File: config.mk
export PLATFORM = sky130hd
export DESIGN_NAME = noc_local_packetizer_flat
export DESIGN_NICKNAME = d
export VERILOG_FILES = /design/src/rtl/noc_config_pkg.sv /design/src/rtl/noc_local_packetizer_if.sv /design/src/rtl/noc_flit_out_slot.sv /design/src/rtl/noc_local_packetizer.sv /design/src/flat_wrapper.sv
export SDC_FILE = /design/constraint.sdc
export NUM_CORES = 1
export LEC_CHECK = 0
export ABC_CLOCK_PERIOD_IN_PS = 1500
export CAP_MARGIN = 10
export CORE_ASPECT_RATIO = 2
export CORE_MARGIN = 5
export CORE_UTILIZATION = 35
export CTS_CLUSTER_DIAMETER = 100
export CTS_CLUSTER_SIZE = 28
export DETAILED_ROUTE_END_ITERATION = 8
export PLACE_DENSITY = 0.71
export SETUP_SLACK_MARGIN = 0.3
export SYNTH_ARGS = -nofsm -noshare
export SYNTH_HDL_FRONTEND = slang
export SYNTH_SLANG_ARGS = --single-unit
File: constraint.sdc
create_clock -name clk -period 1.5 [get_ports clk]
set_input_delay 0.3 -clock clk [delete_from_list [all_inputs] [get_ports clk]]
set_output_delay 0.3 -clock clk [all_outputs]
set_load 0.005 [all_outputs]
File: src/rtl/noc_config_pkg.sv
// -----------------------------------------------------------------------------
// noc_config_pkg
// Shared NoC definitions used by the network-interface blocks.
//   flit_type_e : flit kind carried in the flit_type bit (header / payload).
//   noc_hdr_t   : header flit layout at the default mesh widths, LSB first:
//                 dest_x, dest_y, src_x, src_y, length. Blocks built with
//                 non-default widths declare the same layout from their own
//                 parameters.
// -----------------------------------------------------------------------------
package noc_config_pkg;

    typedef enum logic {
        FLIT_HEADER  = 1'b0,
        FLIT_PAYLOAD = 1'b1
    } flit_type_e;

    localparam int NOC_X_WIDTH    = 3;
    localparam int NOC_Y_WIDTH    = 3;
    localparam int NOC_MAX_LENGTH = 16;
    localparam int NOC_LEN_WIDTH  = $clog2(NOC_MAX_LENGTH + 1);

    // Declared MSB first, so dest_x lands in the least significant bits.
    typedef struct packed {
        logic [NOC_LEN_WIDTH-1:0] length;
        logic [NOC_Y_WIDTH-1:0]   src_y;
        logic [NOC_X_WIDTH-1:0]   src_x;
        logic [NOC_Y_WIDTH-1:0]   dest_y;
        logic [NOC_X_WIDTH-1:0]   dest_x;
    } noc_hdr_t;

endpackage

File: src/rtl/noc_local_packetizer_if.sv
// -----------------------------------------------------------------------------
// noc_local_packetizer_if
// Bundles the three handshake channels of the local packetizer:
//   cmd  : cmd_valid/cmd_ready, cmd_dest_x, cmd_dest_y, cmd_length
//   data : data_valid/data_ready, data
//   flit : flit_valid/flit_ready, flit_type, flit_tail, flit_data
// Handshake rule for every channel: a beat transfers on a rising clk edge
// where valid and ready are both 1. A producer holding valid=1 keeps its
// payload stable until that transfer; ready may depend on state but never
// on the valid of the same channel.
// Modports: master = command/data source and flit sink (router side),
//           slave  = the packetizer.
// -----------------------------------------------------------------------------
interface noc_local_packetizer_if #(
    parameter int X_WIDTH    = 3,
    parameter int Y_WIDTH    = 3,
    parameter int DATA_WIDTH = 32,
    parameter int LEN_WIDTH  = 5
);
    logic                  cmd_valid;
    logic                  cmd_ready;
    logic [X_WIDTH-1:0]    cmd_dest_x;
    logic [Y_WIDTH-1:0]    cmd_dest_y;
    logic [LEN_WIDTH-1:0]  cmd_length;

    logic                  data_valid;
    logic                  data_ready;
    logic [DATA_WIDTH-1:0] data;

    logic                  flit_valid;
    logic                  flit_ready;
    logic                  flit_type;
    logic                  flit_tail;
    logic [DATA_WIDTH-1:0] flit_data;

    modport master (
        output cmd_valid, cmd_dest_x, cmd_dest_y, cmd_length,
        output data_valid, data,
        output flit_ready,
        input  cmd_ready, data_ready,
        input  flit_valid, flit_type, flit_tail, flit_data
    );

    modport slave (
        input  cmd_valid, cmd_dest_x, cmd_dest_y, cmd_length,
        input  data_valid, data,
        input  flit_ready,
        output cmd_ready, data_ready,
        output flit_valid, flit_type, flit_tail, flit_data
    );
endinterface

File: src/rtl/noc_flit_out_slot.sv
// -----------------------------------------------------------------------------
// noc_flit_out_slot
// Single-entry registered valid/ready output stage.
//   clk, rst : clock, synchronous active-high reset (empties the slot)
//   load_i   : write data_i into the slot; honoured only when free_o=1
//   data_i   : entry to load
//   ready_i  : downstream accepts the current entry
//   valid_o  : slot holds an entry
//   data_o   : registered entry, stable while valid_o && !ready_i
//   free_o   : slot can take a new entry this cycle (empty or draining)
// -----------------------------------------------------------------------------
module noc_flit_out_slot #(
    parameter int WIDTH = 34
) (
    input  logic             clk,
    input  logic             rst,
    input  logic             load_i,
    input  logic [WIDTH-1:0] data_i,
    input  logic             ready_i,
    output logic             valid_o,
    output logic [WIDTH-1:0] data_o,
    output logic             free_o
);
    logic             valid_q;
    logic [WIDTH-1:0] data_q;

    // A draining entry frees the slot in the same cycle, so a new entry can
    // follow it with no bubble.
    assign free_o  = !valid_q || ready_i;
    assign valid_o = valid_q;
    assign data_o  = data_q;

    always_ff @(posedge clk) begin
        if (rst) begin
            valid_q <= 1'b0;
            data_q  <= '0;
        end else if (load_i && free_o) begin
            valid_q <= 1'b1;
            data_q  <= data_i;
        end else if (ready_i) begin
            valid_q <= 1'b0;
        end
    end
endmodule

File: src/rtl/noc_local_packetizer.sv
// -----------------------------------------------------------------------------
// noc_local_packetizer
// Turns a packet command plus a payload beat stream into the flit stream of
// the router's local input port: one header flit, then the payload flits,
// tail marked on the last flit. Output is registered, 1 flit/cycle.
//   clk, rst     : clock, synchronous active-high reset
//   bus          : cmd / data / flit channels (slave modport)
//   pkt_count    : number of tail flits delivered, wraps at 16 bits
//   length_error : sticky, a command asked for more than MAX_LENGTH flits
//   dbg_state_o  : FSM state (0 = IDLE, 1 = PAYLOAD)
// -----------------------------------------------------------------------------
module noc_local_packetizer
    import noc_config_pkg::*;
#(
    parameter int X          = 0,
    parameter int Y          = 0,
    parameter int X_WIDTH    = 3,
    parameter int Y_WIDTH    = 3,
    parameter int DATA_WIDTH = 32,
    parameter int MAX_LENGTH = 16
) (
    input  logic                 clk,
    input  logic                 rst,
    noc_local_packetizer_if.slave bus,
    output logic [15:0]          pkt_count,
    output logic                 length_error,
    output logic [0:0]           dbg_state_o
);
    localparam int LEN_WIDTH = $clog2(MAX_LENGTH + 1);
    localparam int HDR_WIDTH = 2 * X_WIDTH + 2 * Y_WIDTH + LEN_WIDTH;
    localparam int SLOT_W    = DATA_WIDTH + 2;

    localparam logic [0:0] ST_IDLE    = 1'b0;
    localparam logic [0:0] ST_PAYLOAD = 1'b1;

    if (DATA_WIDTH < HDR_WIDTH) begin : g_width_check
        $error("noc_local_packetizer: DATA_WIDTH too small for header fields");
    end

    typedef struct packed {
        logic [LEN_WIDTH-1:0] length;
        logic [Y_WIDTH-1:0]   src_y;
        logic [X_WIDTH-1:0]   src_x;
        logic [Y_WIDTH-1:0]   dest_y;
        logic [X_WIDTH-1:0]   dest_x;
    } hdr_t;

    typedef struct packed {
        flit_type_e            ftype;
        logic                  tail;
        logic [DATA_WIDTH-1:0] data;
    } slot_t;

    logic [0:0]           state_q, state_d;
    logic [LEN_WIDTH-1:0] remaining_q, remaining_d;
    logic                 len_err_q, len_err_d;
    logic [15:0]          pkt_count_q;

    logic                 slot_free;
    logic                 slot_valid;
    logic [SLOT_W-1:0]    slot_data;
    slot_t                slot_out;
    slot_t                slot_in;
    logic                 load;

    logic                 cmd_fire;
    logic                 data_fire;
    logic                 over_len;
    logic [LEN_WIDTH-1:0] eff_len;
    hdr_t                 hdr;

    // Ready outputs are gated by rst so nothing is consumed while in reset.
    assign bus.cmd_ready  = !rst && (state_q == ST_IDLE) && slot_free;
    assign bus.data_ready = !rst && (state_q == ST_PAYLOAD) && slot_free;
    assign cmd_fire       = bus.cmd_valid && bus.cmd_ready;
    assign data_fire      = bus.data_valid && bus.data_ready;

    assign over_len = bus.cmd_length > LEN_WIDTH'(MAX_LENGTH);
    assign eff_len  = over_len ? LEN_WIDTH'(MAX_LENGTH) : bus.cmd_length;

    always_comb begin
        hdr        = '0;
        hdr.dest_x = bus.cmd_dest_x;
        hdr.dest_y = bus.cmd_dest_y;
        hdr.src_x  = X_WIDTH'(X);
        hdr.src_y  = Y_WIDTH'(Y);
        hdr.length = eff_len;
    end

    always_comb begin
        state_d     = state_q;
        remaining_d = remaining_q;
        len_err_d   = len_err_q;
        load        = 1'b0;
        slot_in     = '0;
        if (cmd_fire) begin
            load          = 1'b1;
            slot_in.ftype = FLIT_HEADER;
            slot_in.tail  = (eff_len == '0);
            slot_in.data  = DATA_WIDTH'(hdr);
            if (over_len) begin
                len_err_d = 1'b1;
            end
            // A zero-length packet is complete with its header.
            if (eff_len != '0) begin
                remaining_d = eff_len;
                state_d     = ST_PAYLOAD;
            end
        end else if (data_fire) begin
            load          = 1'b1;
            slot_in.ftype = FLIT_PAYLOAD;
            slot_in.tail  = (remaining_q == LEN_WIDTH'(1));
            slot_in.data  = bus.data;
            remaining_d   = remaining_q - LEN_WIDTH'(1);
            if (remaining_q == LEN_WIDTH'(1)) begin
                state_d = ST_IDLE;
            end
        end
    end

    always_ff @(posedge clk) begin
        if (rst) begin
            state_q     <= ST_IDLE;
            remaining_q <= '0;
            len_err_q   <= 1'b0;
            pkt_count_q <= '0;
        end else begin
            state_q     <= state_d;
            remaining_q <= remaining_d;
            len_err_q   <= len_err_d;
            if (slot_valid && bus.flit_ready && slot_out.tail) begin
                pkt_count_q <= pkt_count_q + 16'd1;
            end
        end
    end

    noc_flit_out_slot #(
        .WIDTH (SLOT_W)
    ) u_slot (
        .clk     (clk),
        .rst     (rst),
        .load_i  (load),
        .data_i  (slot_in),
        .ready_i (bus.flit_ready),
        .valid_o (slot_valid),
        .data_o  (slot_data),
        .free_o  (slot_free)
    );

    assign slot_out       = slot_t'(slot_data);
    assign bus.flit_valid = slot_valid;
    assign bus.flit_type  = slot_out.ftype;
    assign bus.flit_tail  = slot_out.tail;
    assign bus.flit_data  = slot_out.data;

    assign pkt_count    = pkt_count_q;
    assign length_error = len_err_q;
    assign dbg_state_o  = state_q;
endmodule

File: src/flat_wrapper.sv
// flat-port wrapper written by rule: the top's interface ports become plain ports
module noc_local_packetizer_flat import noc_config_pkg::*;
#(
    parameter int X          = 0,
    parameter int Y          = 0,
    parameter int X_WIDTH    = 3,
    parameter int Y_WIDTH    = 3,
    parameter int DATA_WIDTH = 32,
    parameter int MAX_LENGTH = 16
)
  (clk, rst, pkt_count, length_error, dbg_state_o, bus_cmd_valid, bus_cmd_dest_x, bus_cmd_dest_y, bus_cmd_length, bus_data_valid, bus_data, bus_flit_ready, bus_cmd_ready, bus_data_ready, bus_flit_valid, bus_flit_type, bus_flit_tail, bus_flit_data);
  noc_local_packetizer_if #(.X_WIDTH(X_WIDTH), .Y_WIDTH(Y_WIDTH), .DATA_WIDTH(DATA_WIDTH), .LEN_WIDTH(($clog2((16) + 1)))) bus_i ();
  input  logic clk;
  input  logic rst;
  output logic [15:0] pkt_count;
  output logic length_error;
  output logic [0:0] dbg_state_o;
  input wire logic [$bits(bus_i.cmd_valid)-1:0] bus_cmd_valid;
  input wire logic [$bits(bus_i.cmd_dest_x)-1:0] bus_cmd_dest_x;
  input wire logic [$bits(bus_i.cmd_dest_y)-1:0] bus_cmd_dest_y;
  input wire logic [$bits(bus_i.cmd_length)-1:0] bus_cmd_length;
  input wire logic [$bits(bus_i.data_valid)-1:0] bus_data_valid;
  input wire logic [$bits(bus_i.data)-1:0] bus_data;
  input wire logic [$bits(bus_i.flit_ready)-1:0] bus_flit_ready;
  output wire logic [$bits(bus_i.cmd_ready)-1:0] bus_cmd_ready;
  output wire logic [$bits(bus_i.data_ready)-1:0] bus_data_ready;
  output wire logic [$bits(bus_i.flit_valid)-1:0] bus_flit_valid;
  output wire logic [$bits(bus_i.flit_type)-1:0] bus_flit_type;
  output wire logic [$bits(bus_i.flit_tail)-1:0] bus_flit_tail;
  output wire logic [$bits(bus_i.flit_data)-1:0] bus_flit_data;
  assign bus_i.cmd_valid = bus_cmd_valid;
  assign bus_i.cmd_dest_x = bus_cmd_dest_x;
  assign bus_i.cmd_dest_y = bus_cmd_dest_y;
  assign bus_i.cmd_length = bus_cmd_length;
  assign bus_i.data_valid = bus_data_valid;
  assign bus_i.data = bus_data;
  assign bus_i.flit_ready = bus_flit_ready;
  assign bus_cmd_ready = bus_i.cmd_ready;
  assign bus_data_ready = bus_i.data_ready;
  assign bus_flit_valid = bus_i.flit_valid;
  assign bus_flit_type = bus_i.flit_type;
  assign bus_flit_tail = bus_i.flit_tail;
  assign bus_flit_data = bus_i.flit_data;
  noc_local_packetizer #(.X(X), .Y(Y), .X_WIDTH(X_WIDTH), .Y_WIDTH(Y_WIDTH), .DATA_WIDTH(DATA_WIDTH), .MAX_LENGTH(MAX_LENGTH)) u_core (.clk(clk), .rst(rst), .bus(bus_i), .pkt_count(pkt_count), .length_error(length_error), .dbg_state_o(dbg_state_o));
endmodule
==> metrics, run 1 <==
outcome finished with violations; failing checks negative setup slack; Unique masters post-synth 43; num ports about 100; sw power ~1.0 mW; overall power about 4.4 mW; syn nets roughly 320; Initial Utilization 0.358; # setup viols final 1; P per Cell Area between 900 and 1000 nW/um2; Root Driver clkbuf_16; CTS Buf Count 9; critical path data arrival time about 1.7 ns; Clk network pwr share 0.464; maximum vdd drop a little under 0.0009 V; Logic pwr share 0.159; Core ar. 6620 um2; critical path fanouts, max 3; IO Port Bufs between 100 and 150; Area after DPL between 3000 and 4000 um2; crit path to u_core.pkt_count[8]$_SDFFE_PP0P_; sequential area share after synthesis 0.490; vias 2518; maxcap violations 0; clock sinks just under 60; Filler Cells Inserted 535; TritonCTS clock tree yes; Sw Share 0.233; min-delay worst type input port to flip-flop; wire length per cell around 17 um; Final min period approximately 1.5 ns; Least-Margin Pin Slew 0.634 ns; half-perimeter wire length after placement approximately 5.3 mm; Ys Warns 0; Worst Skew 0.00540 ns; Syn Area/Cell around 9 um2; global-route wire length before repair approximately 13 mm; Final Hold Fails 0; Final WS setup -0.0257 ns; die width 68.2 um; vias in the first global route ~2800; FF-to-FF setup slack -0.03 ns; ys async rst share 0; gpl congestion 0.772; prevailing post-synth register cell dfxtp_1; Int Power 3.36 mW; largest net degree at the start of global routing 59; Nets between 400 and 500; Synth Register Bits 58; Tcrit/Tclk final 1.02; post-cts hold buffer count 0; die height 126 um; CP Launch Type flip-flop; Max Slew Vio Count 0; grt total ovfl 0; max frequency between 600 and 700 MHz; Longest Clk Path Bufs 2; final instance area roughly 4500 um2; Total Routed Length between 8 and 9 mm; Post-Synthesis Cells 266; clock latency on the worst-skew pair between 0.3 and 0.4 ns; Reg power frac 0.378; overall routing resource usage 0.199; share of layout cells above drive strength 1 0.476; Placement Setup Slack -0.486 ns; reg2reg start u_core.u_slot.valid_o$_SDFFE_PP0P_; post-route ant nets 0; FF-to-FF End u_core.pkt_count[8]$_SDFFE_PP0P_; number of synthesized flops with an enable pin 0; Area growth syn-to-layout 91.0%; Post-Syn Area between 2000 and 2500 um2; Crit Path Category flip-flop to flip-flop; # DRC 0; critical path endpoint category flip-flop; CP required between 1.5 and 2 ns; TritonRoute pass-1 iters 4; Clk pin slew, worst setup/hold paths 0.05 ns; vias per inst between 4 and 5; Rel. slew slack 0.577; H-tree levels 3; R2R cell count 6; Total Die Area approximately 8600 um2; Iter 0 DRT Violations 136; most frequent cells in the layout nor2_1, clkdlybuf4s50_1, buf_4, dfxtp_1, dfxtp_2; P_leak roughly 1.8 nW; initial antenna violation count 0; Site Rows 42; Critical Path Source u_core.u_slot.valid_o$_SDFFE_PP0P_; n_diodes 0; RSZ-0062 raised after global routing true
## critical path: stages (launching register included)
cell     delay, ns
dfxtp_4       0.37
buf_6         0.10
and3_4        0.18
and3_4        0.18
or3b_1        0.36
xor2_1        0.14
nor2_1        0.05
## synth_stat cells (2+ instances only)
cell type,count,share of area
ha_1,3,0.016
nor4_1,2,0.0053
xor2_1,8,0.030
o21ai_0,2,0.0042
nand4_1,3,0.0079
a31oi_1,3,0.0079
buf_2,9,0.019
a22oi_1,31,0.098
and3_1,4,0.011
inv_1,7,0.011
nand2b_1,4,0.011
nand3_1,5,0.011
clkbuf_1,5,0.0079
nor2_1,45,0.071
a21oi_1,16,0.034
nor3_1,4,0.0085
buf_1,2,0.0032
a311oi_1,2,0.0074
and2_1,2,0.0053
xnor2_1,7,0.026
dfxtp_1,58,0.49
nand2_1,23,0.036
## final cells by class
cell class                      instances  area [um2]  area share
Multi-Input combinational cell        184        1430       0.316
Clock inverter                          2        35.0     0.00775
Tap cell                               88         110      0.0244
Sequential cell                        58        1230       0.271
Clock buffer                           14         264      0.0584
Timing Repair Buffer                  153        1430       0.316
Inverter                                7        26.3     0.00581
## worst min path at each step
| stage | start | end | depth (start not counted) |
|---|---|---|---|
| after floorplan | rst | u_core.remaining_q[2]$_SDFFE_PP0P_ | 1 |
| after CTS | rst | u_core.dbg_state_o$_SDFFE_PP0P_ | 4 |
| final | bus_cmd_length[1] | u_core.u_slot.data_o[13]$_SDFFE_PP0P_ | 3 |
| after global placement | u_core.u_slot.data_o[4]$_SDFFE_PP0P_ | u_core.u_slot.data_o[4]$_SDFFE_PP0P_ | 2 |
| after global routing | bus_cmd_length[1] | u_core.u_slot.data_o[13]$_SDFFE_PP0P_ | 3 |
| after detailed placement | u_core.u_slot.data_o[2]$_SDFFE_PP0P_ | u_core.u_slot.data_o[2]$_SDFFE_PP0P_ | 2 |
## routing by layer
layer | wire, um | track usage
met2 | 4740 | 0.367
met3 | 383 | 0.0611
met5 | 0 | 0
met4 | 371 | 0.104
met1 | 2890 | 0.182
## registers in the layout, indices dropped and copies added (netlist names)
register               flops
u_core.u_slot.data_o      34
u_core.pkt_count          16
u_core.remaining_q         5
u_core.dbg_state_o         1
u_core.length_error        1
u_core.u_slot.valid_o      1
## stage by stage
step | utilization | cells | hold slack [ns] | setup TNS [ns]
2_1_floorplan | - | 266 | 0.433 | 0
3_3_place_gp | 0.557 | 460 | 0.442 | -21.20
3_5_place_dp | 0.557 | 460 | 0.447 | -23.01
4_1_cts | 0.681 | 502 | 0.309 | -0.00142
5_1_grt | 0.683 | 506 | 0.339 | -1.21
6_report | 0.683 | 506 | 0.320 | -0.0257
## power groups by stage
stage	logic [mW]	clock network [mW]	registers, mW
after floorplan	0.250	0	1.68
after global placement	0.576	0	1.68
after detailed placement	0.588	0	1.69
after CTS	0.682	2.07	1.65
after global routing	0.746	2.15	1.66
final	0.696	2.03	1.66
## kinds of logic after synthesis
logic type,count (synthesis),share of synthesized area
buffers and inverters,24,0.0444
xor gates and xnor gates,15,0.0555
and+or+nand+nor,103,0.211
AOI/OAI and AO/OA,63,0.183
adders and majority gates,3,0.0159
DFF,58,0.490
## what timing repair did
item | 4_1_cts | 5_1_grt
resized for setup | 231 | 49
pin swaps | 36 | 13
cloned | 2 | 0
endpoints found under the setup margin | 111 | 96
buffers inserted | 24 | 4
Note: power is estimated with default switching activity, not from simulation.
==> inputs of run 2 (changes only) <==
SKIP_CTS_REPAIR_TIMING = 1   (was not set)
==> run 2 against run 1 <==
Against the previous run: the run now ends clean; total power fell by 1.4%; hold slack worse by 0.020 ns; cell area is 0.25% lower; sequential share of layout area is 0.27 points lower; sequential power barely moved; largest cell class unchanged.
==> metrics, run 2 (synthesis results as in run 1) <==
outcome completed; Hold EP u_core.remaining_q[2]$_SDFFE_PP0P_; # setup viols final 0 (-1); Total Die Area 8610 um2 (unchanged); # DRC 0 (unchanged); Tcrit/Tclk final 0.992 (-0.0251); most frequent cells in the layout dlymetal6s2s_1, nor2_1, clkdlybuf4s50_1; CTS Buf Count 9 (unchanged); worst-path cell chain nand2b_4 -> buf_6 -> and3_4 -> clkbuf_16 -> buf_12 -> a22oi_1 -> a21oi_1; Placement Setup Slack -0.486 ns (unchanged); Crit path largest cell delay 0.37 ns (about the same); Clk pin slew, worst setup/hold paths 0.05 ns (about the same); die height 126 um (unchanged); placed cells 460 (unchanged); Crit Path Category flip-flop to flip-flop; Area after DPL 3690 um2 (unchanged); P_leak 2.61 nW (+44%); Area growth syn-to-layout 90.5%; TritonCTS clock tree yes; Critical Path Source u_core.u_slot.valid_o$_SDFFE_PP0P_; R2R cell count 7 (+1); P per Cell Area 958 nW/um2 (-1.2%); largest net degree at the start of global routing 59 (unchanged); critical path endpoint category flip-flop; cell family with most CP delay buffers and inverters; final instance area 4510 um2 (-0.25%); reg2reg start u_core.u_slot.valid_o$_SDFFE_PP0P_; Worst Skew 0.00505 ns (-0.000355 ns); H-tree levels 3 (unchanged); maximum vdd drop 0.000837 V (-4.5%); global-route wire length before repair 11.4 mm (-12%); n_diodes 0 (unchanged); worst hold start bus_cmd_length[2]; global routing met1 resource utilization 0.173 (-0.00854); Filler Cells Inserted 520 (-2.8%); initial antenna violation count 0 (unchanged); Final Hold Fails 0 (unchanged); Rel. slew slack 0.566 (-0.0117); overall routing resource usage 0.173 (-0.0259); TritonRoute pass-1 iters 4 (unchanged); gpl congestion 0.772 (unchanged); Final min period 1.49 ns (-0.0376 ns); critical path's slowest cell dfxtp_4; half-perimeter wire length after placement 5.33 mm (unchanged); clock sinks 58 (unchanged); Nets 447 (-3.7%); final core occ 0.681 (-0.00170); min-delay worst type input port to flip-flop; RSZ-0062 raised after global routing true; Finished Layout Cells 489 (-3.4%); num ports 103 (unchanged); max frequency 672 MHz (+2.5%); CP Launch Type flip-flop; commonest non-fill, non-tap cell in the layout dlymetal6s2s_1; met2 Use GR 0.311 (-0.0563); vias per inst 4.96 (-0.43%); met3 Usage GRT 0.0584 (-0.00265); vias in the first global route 2393 (-13%); vias 2423 (-3.8%); worst path bufs/invs 3 (+2); CP required 1.67 ns (about the same); Largest register FFs 34 (unchanged); Iter 0 DRT Violations 116 (-15%); maxcap violations 0 (unchanged); Site Rows 42 (unchanged); critical path fanouts, max 8 (+5); post-route ant nets 0 (unchanged); IO Port Bufs 102 (unchanged); Initial Utilization 0.358 (unchanged); Longest Clk Path Bufs 2 (unchanged); footprint of the multi-input gates 1350 um2 (-5.3%); FF/Latch Area 1210 um2 (-1.2%); Least-Margin Pin Slew 0.652 ns (+0.0175 ns); critical path data arrival time 1.66 ns (-0.04 ns); Final WS setup 0.0119 ns (+0.0376 ns); wire length per cell 15.4 um (-7.0%); grt total ovfl 0 (unchanged); Total Routed Length 7.54 mm (-10%); Max Slew Vio Count 0 (unchanged); Root Driver clkbuf_16; Worst Hold Slack 0.300 ns (-0.0201 ns); FF-to-FF End u_core.u_slot.data_o[4]$_SDFFE_PP0P_; gr busiest metal met2; share of layout cells above drive strength 1 0.304 (-0.172); clock latency on the worst-skew pair 0.32 ns (about the same); Core ar. 6620 um2 (unchanged); FF-to-FF setup slack 0.01 ns (+0.04 ns); die width 68.2 um (unchanged); worst hold path depth 3 (unchanged)
==> run 2: cell type report <==
type	instances	area share
clock buffer	14	0.0585
clock inverter	2	0.00777
inverter	7	0.00583
multi-input combinational	184	0.300
sequential	58	0.269
tap	88	0.0244
timing repair buffer	136	0.335
==> run 2: per-layer routing <==
layer / vias up / wire length, um
met3: 12 / 405
li1: 1196 / -
met5: - / 0
met1: 1147 / 2620
met2: 68 / 4330
met4: 0 / 187
==> run 2: tightest hold or removal path, delay by kind of cell <==
kind	cells	cell delay [ns]
compound gates	1	0.08
buf+inv	1	0.10
simple gates	1	0.11
==> run 2: worst max-delay path by stage <==
stage,to,slack (ns),depth (start not counted)
after floorplan,u_core.pkt_count[8]$_SDFFE_PP0P_,0.05,6
after global placement,u_core.u_slot.data_o[15]$_SDFFE_PP0P_,-0.44,8
after detailed placement,u_core.u_slot.data_o[15]$_SDFFE_PP0P_,-0.49,7
after CTS,bus_cmd_ready,-0.46,4
after global routing,u_core.remaining_q[0]$_SDFFE_PP0P_,-0.07,7
final,u_core.u_slot.data_o[4]$_SDFFE_PP0P_,0.01,7
==> run 2: where the power goes <==
| part | leakage, nW | switching [mW] | internal (mW) | total (mW) |
|---|---|---|---|---|
| clock | 0.147 | 0.652 | 1.37 | 2.02 |
| combinational | 1.98 | 0.276 | 0.376 | 0.653 |
| sequential | 0.483 | 0.0515 | 1.59 | 1.64 |
| total | 2.61 | 0.980 | 3.34 | 4.32 |
==> run 2: per-stage QoR <==
step                TNS (ns)  power, mW
floorplan                  0       1.93
global placement      -21.20       2.26
detailed placement    -23.01       2.27
CTS                    -5.85       4.32
global route          -0.703       4.50
finish                     0       4.32
==> inputs of run 3 (changes only) <==
CORE_MARGIN = 4   (was 5)
==> run 3 against run 2 <==
Against the previous run: routed wire length up 17%; combinational power up 11%; via count up 4.2%; critical path depth down 1; maximum frequency about the same; sequential power about the same; count of clock-buffer cells in the layout down 1; register-to-register slack about the same; critical endpoint is now u_core.remaining_q[0]$_SDFFE_PP0P_; largest power group unchanged.
==> metrics, run 3 (synthesis results as in run 1) <==
placed cells 462 (+0.43%); half-perimeter wire length after placement 5.22 mm (-2.1%); CP Launch Type flip-flop; Least-Margin Pin Slew 0.573 ns (-0.0782 ns); Max Slew Vio Count 0 (unchanged); RSZ-0062 raised after global routing true; TritonCTS clock tree yes; wire length per cell 17.7 um (+15%); grt total ovfl 0 (unchanged); Iter 0 DRT Violations 133 (+15%); Root Driver clkbuf_16; CTS Buf Count 9 (unchanged); Total Routed Length 8.82 mm (+17%); P per Cell Area 958 nW/um2 (about the same); Placement Setup Slack -0.560 ns (-0.0742 ns); worst hold start bus_cmd_length[2]; initial antenna violation count 0 (unchanged); CP required 1.72 ns (+0.05 ns); Initial Utilization 0.358 (unchanged); critical path endpoint category flip-flop; Worst Skew 0.00711 ns (+0.00206 ns); num ports 103 (unchanged); footprint of the multi-input gates 1490 um2 (+9.9%); FF/Latch Area 1220 um2 (+0.72%); outcome completed; maximum vdd drop 0.00103 V (+23%); R2R cell count 6 (-1); H-tree levels 3 (unchanged); reg2reg start u_core.dbg_state_o$_SDFFE_PP0P_; global-route wire length before repair 11.2 mm (-1.7%); Largest register FFs 34 (unchanged); Core ar. 6620 um2 (unchanged); Filler Cells Inserted 479 (-7.9%); Area growth syn-to-layout 102%; # setup viols final 0 (unchanged); commonest non-fill, non-tap cell in the layout dlymetal6s2s_1; Rel. slew slack 0.618 (+0.0521); Crit Path Category flip-flop to flip-flop; overall routing resource usage 0.177 (+0.00423); min-delay worst type input port to flip-flop; share of layout cells above drive strength 1 0.382 (+0.0778); IO Port Bufs 102 (unchanged); Longest Clk Path Bufs 2 (unchanged); largest net degree at the start of global routing 53 (-10%); vias 2525 (+4.2%); post-route ant nets 0 (unchanged); Final min period 1.49 ns (-0.000813 ns); n_diodes 0 (unchanged); Hold EP u_core.remaining_q[2]$_SDFFE_PP0P_; Site Rows 42 (unchanged); clock latency on the worst-skew pair 0.32 ns (about the same); Finished Layout Cells 499 (+2.0%); maxcap violations 0 (unchanged); Critical Path Source u_core.dbg_state_o$_SDFFE_PP0P_; most frequent cells in the layout dlymetal6s2s_1, clkdlybuf4s50_1, nor2_1; clock sinks 58 (unchanged); die height 124 um (-1.6%); Final Hold Fails 0 (unchanged); # DRC 0 (unchanged); gpl congestion 0.794 (+2.9%); TritonRoute pass-1 iters 5 (+1); vias in the first global route 2337 (-2.3%); die width 66.2 um (-2.9%); worst hold path depth 3 (unchanged); max frequency 672 MHz (about the same); critical path fanouts, max 7 (-1); P_leak 2.66 nW (+2.1%); vias per inst 5.06 (+2.1%); Nets 458 (+2.5%); FF-to-FF setup slack 0.01 ns (about the same); critical path data arrival time 1.71 ns (+0.05 ns); Tcrit/Tclk final 0.991 (about the same); Final WS setup 0.0128 ns (+0.000813 ns); Total Die Area 8220 um2 (-4.5%); FF-to-FF End u_core.remaining_q[0]$_SDFFE_PP0P_; Clk pin slew, worst setup/hold paths 0.05 ns (about the same)
-- run 3: final cells by class --
cell class	count	area share
timing repair buffer	147	0.337
multi-input combinational	184	0.311
sequential	58	0.255
clock buffer	13	0.0545
tap	88	0.0230
clock inverter	2	0.0126
inverter	7	0.00602
-- run 3: how the worst max path moves through the flow --
stage	to	slack [ns]	cells past startpoint
global placement	u_core.u_slot.data_o[13]$_SDFFE_PP0P_	-0.52	8
CTS	bus_cmd_ready	-0.53	4
detailed placement	u_core.remaining_q[0]$_SDFFE_PP0P_	-0.56	7
global route	u_core.remaining_q[0]$_SDFFE_PP0P_	-0.03	6
floorplan	u_core.pkt_count[8]$_SDFFE_PP0P_	0.05	6
finish	u_core.remaining_q[0]$_SDFFE_PP0P_	0.01	6
-- run 3: metal layers --
metal | track usage | up-vias | part of all wire
li1 | - | 1213 | -
met1 | 0.171 | 1225 | 0.33
met2 | 0.323 | 73 | 0.61
met3 | 0.0587 | 14 | 0.042
met4 | 0.0802 | 0 | 0.020
met5 | 0 | - | 0
-- run 3: power breakdown --
part	internal [mW]	switching [mW]	leakage [nW]
Combinational	0.411	0.311	2.02
Clock	1.54	0.677	0.156
Sequential	1.59	0.0534	0.485
-- run 3: metrics by stage --
step	total power [mW]	hold WS, ns	area (um2)	TNS, ns	utilization
after floorplan	1.93	0.433	2460	0	-
after global placement	2.26	0.442	3690	-23.19	0.557
after detailed placement	2.27	0.448	3690	-24.60	0.557
after CTS	4.47	0.304	4010	-8.66	0.606
after global routing	4.73	0.335	4780	-0.0903	0.722
final	4.58	0.319	4780	0	0.722
-- run 3: worst max-delay path, cell delays in order (launching register included) --
cell      delay [ns]
dfxtp_2         0.34
nor2b_4         0.17
and3_4          0.23
buf_12          0.13
o21bai_4        0.18
a21oi_2         0.10
a311oi_2        0.24
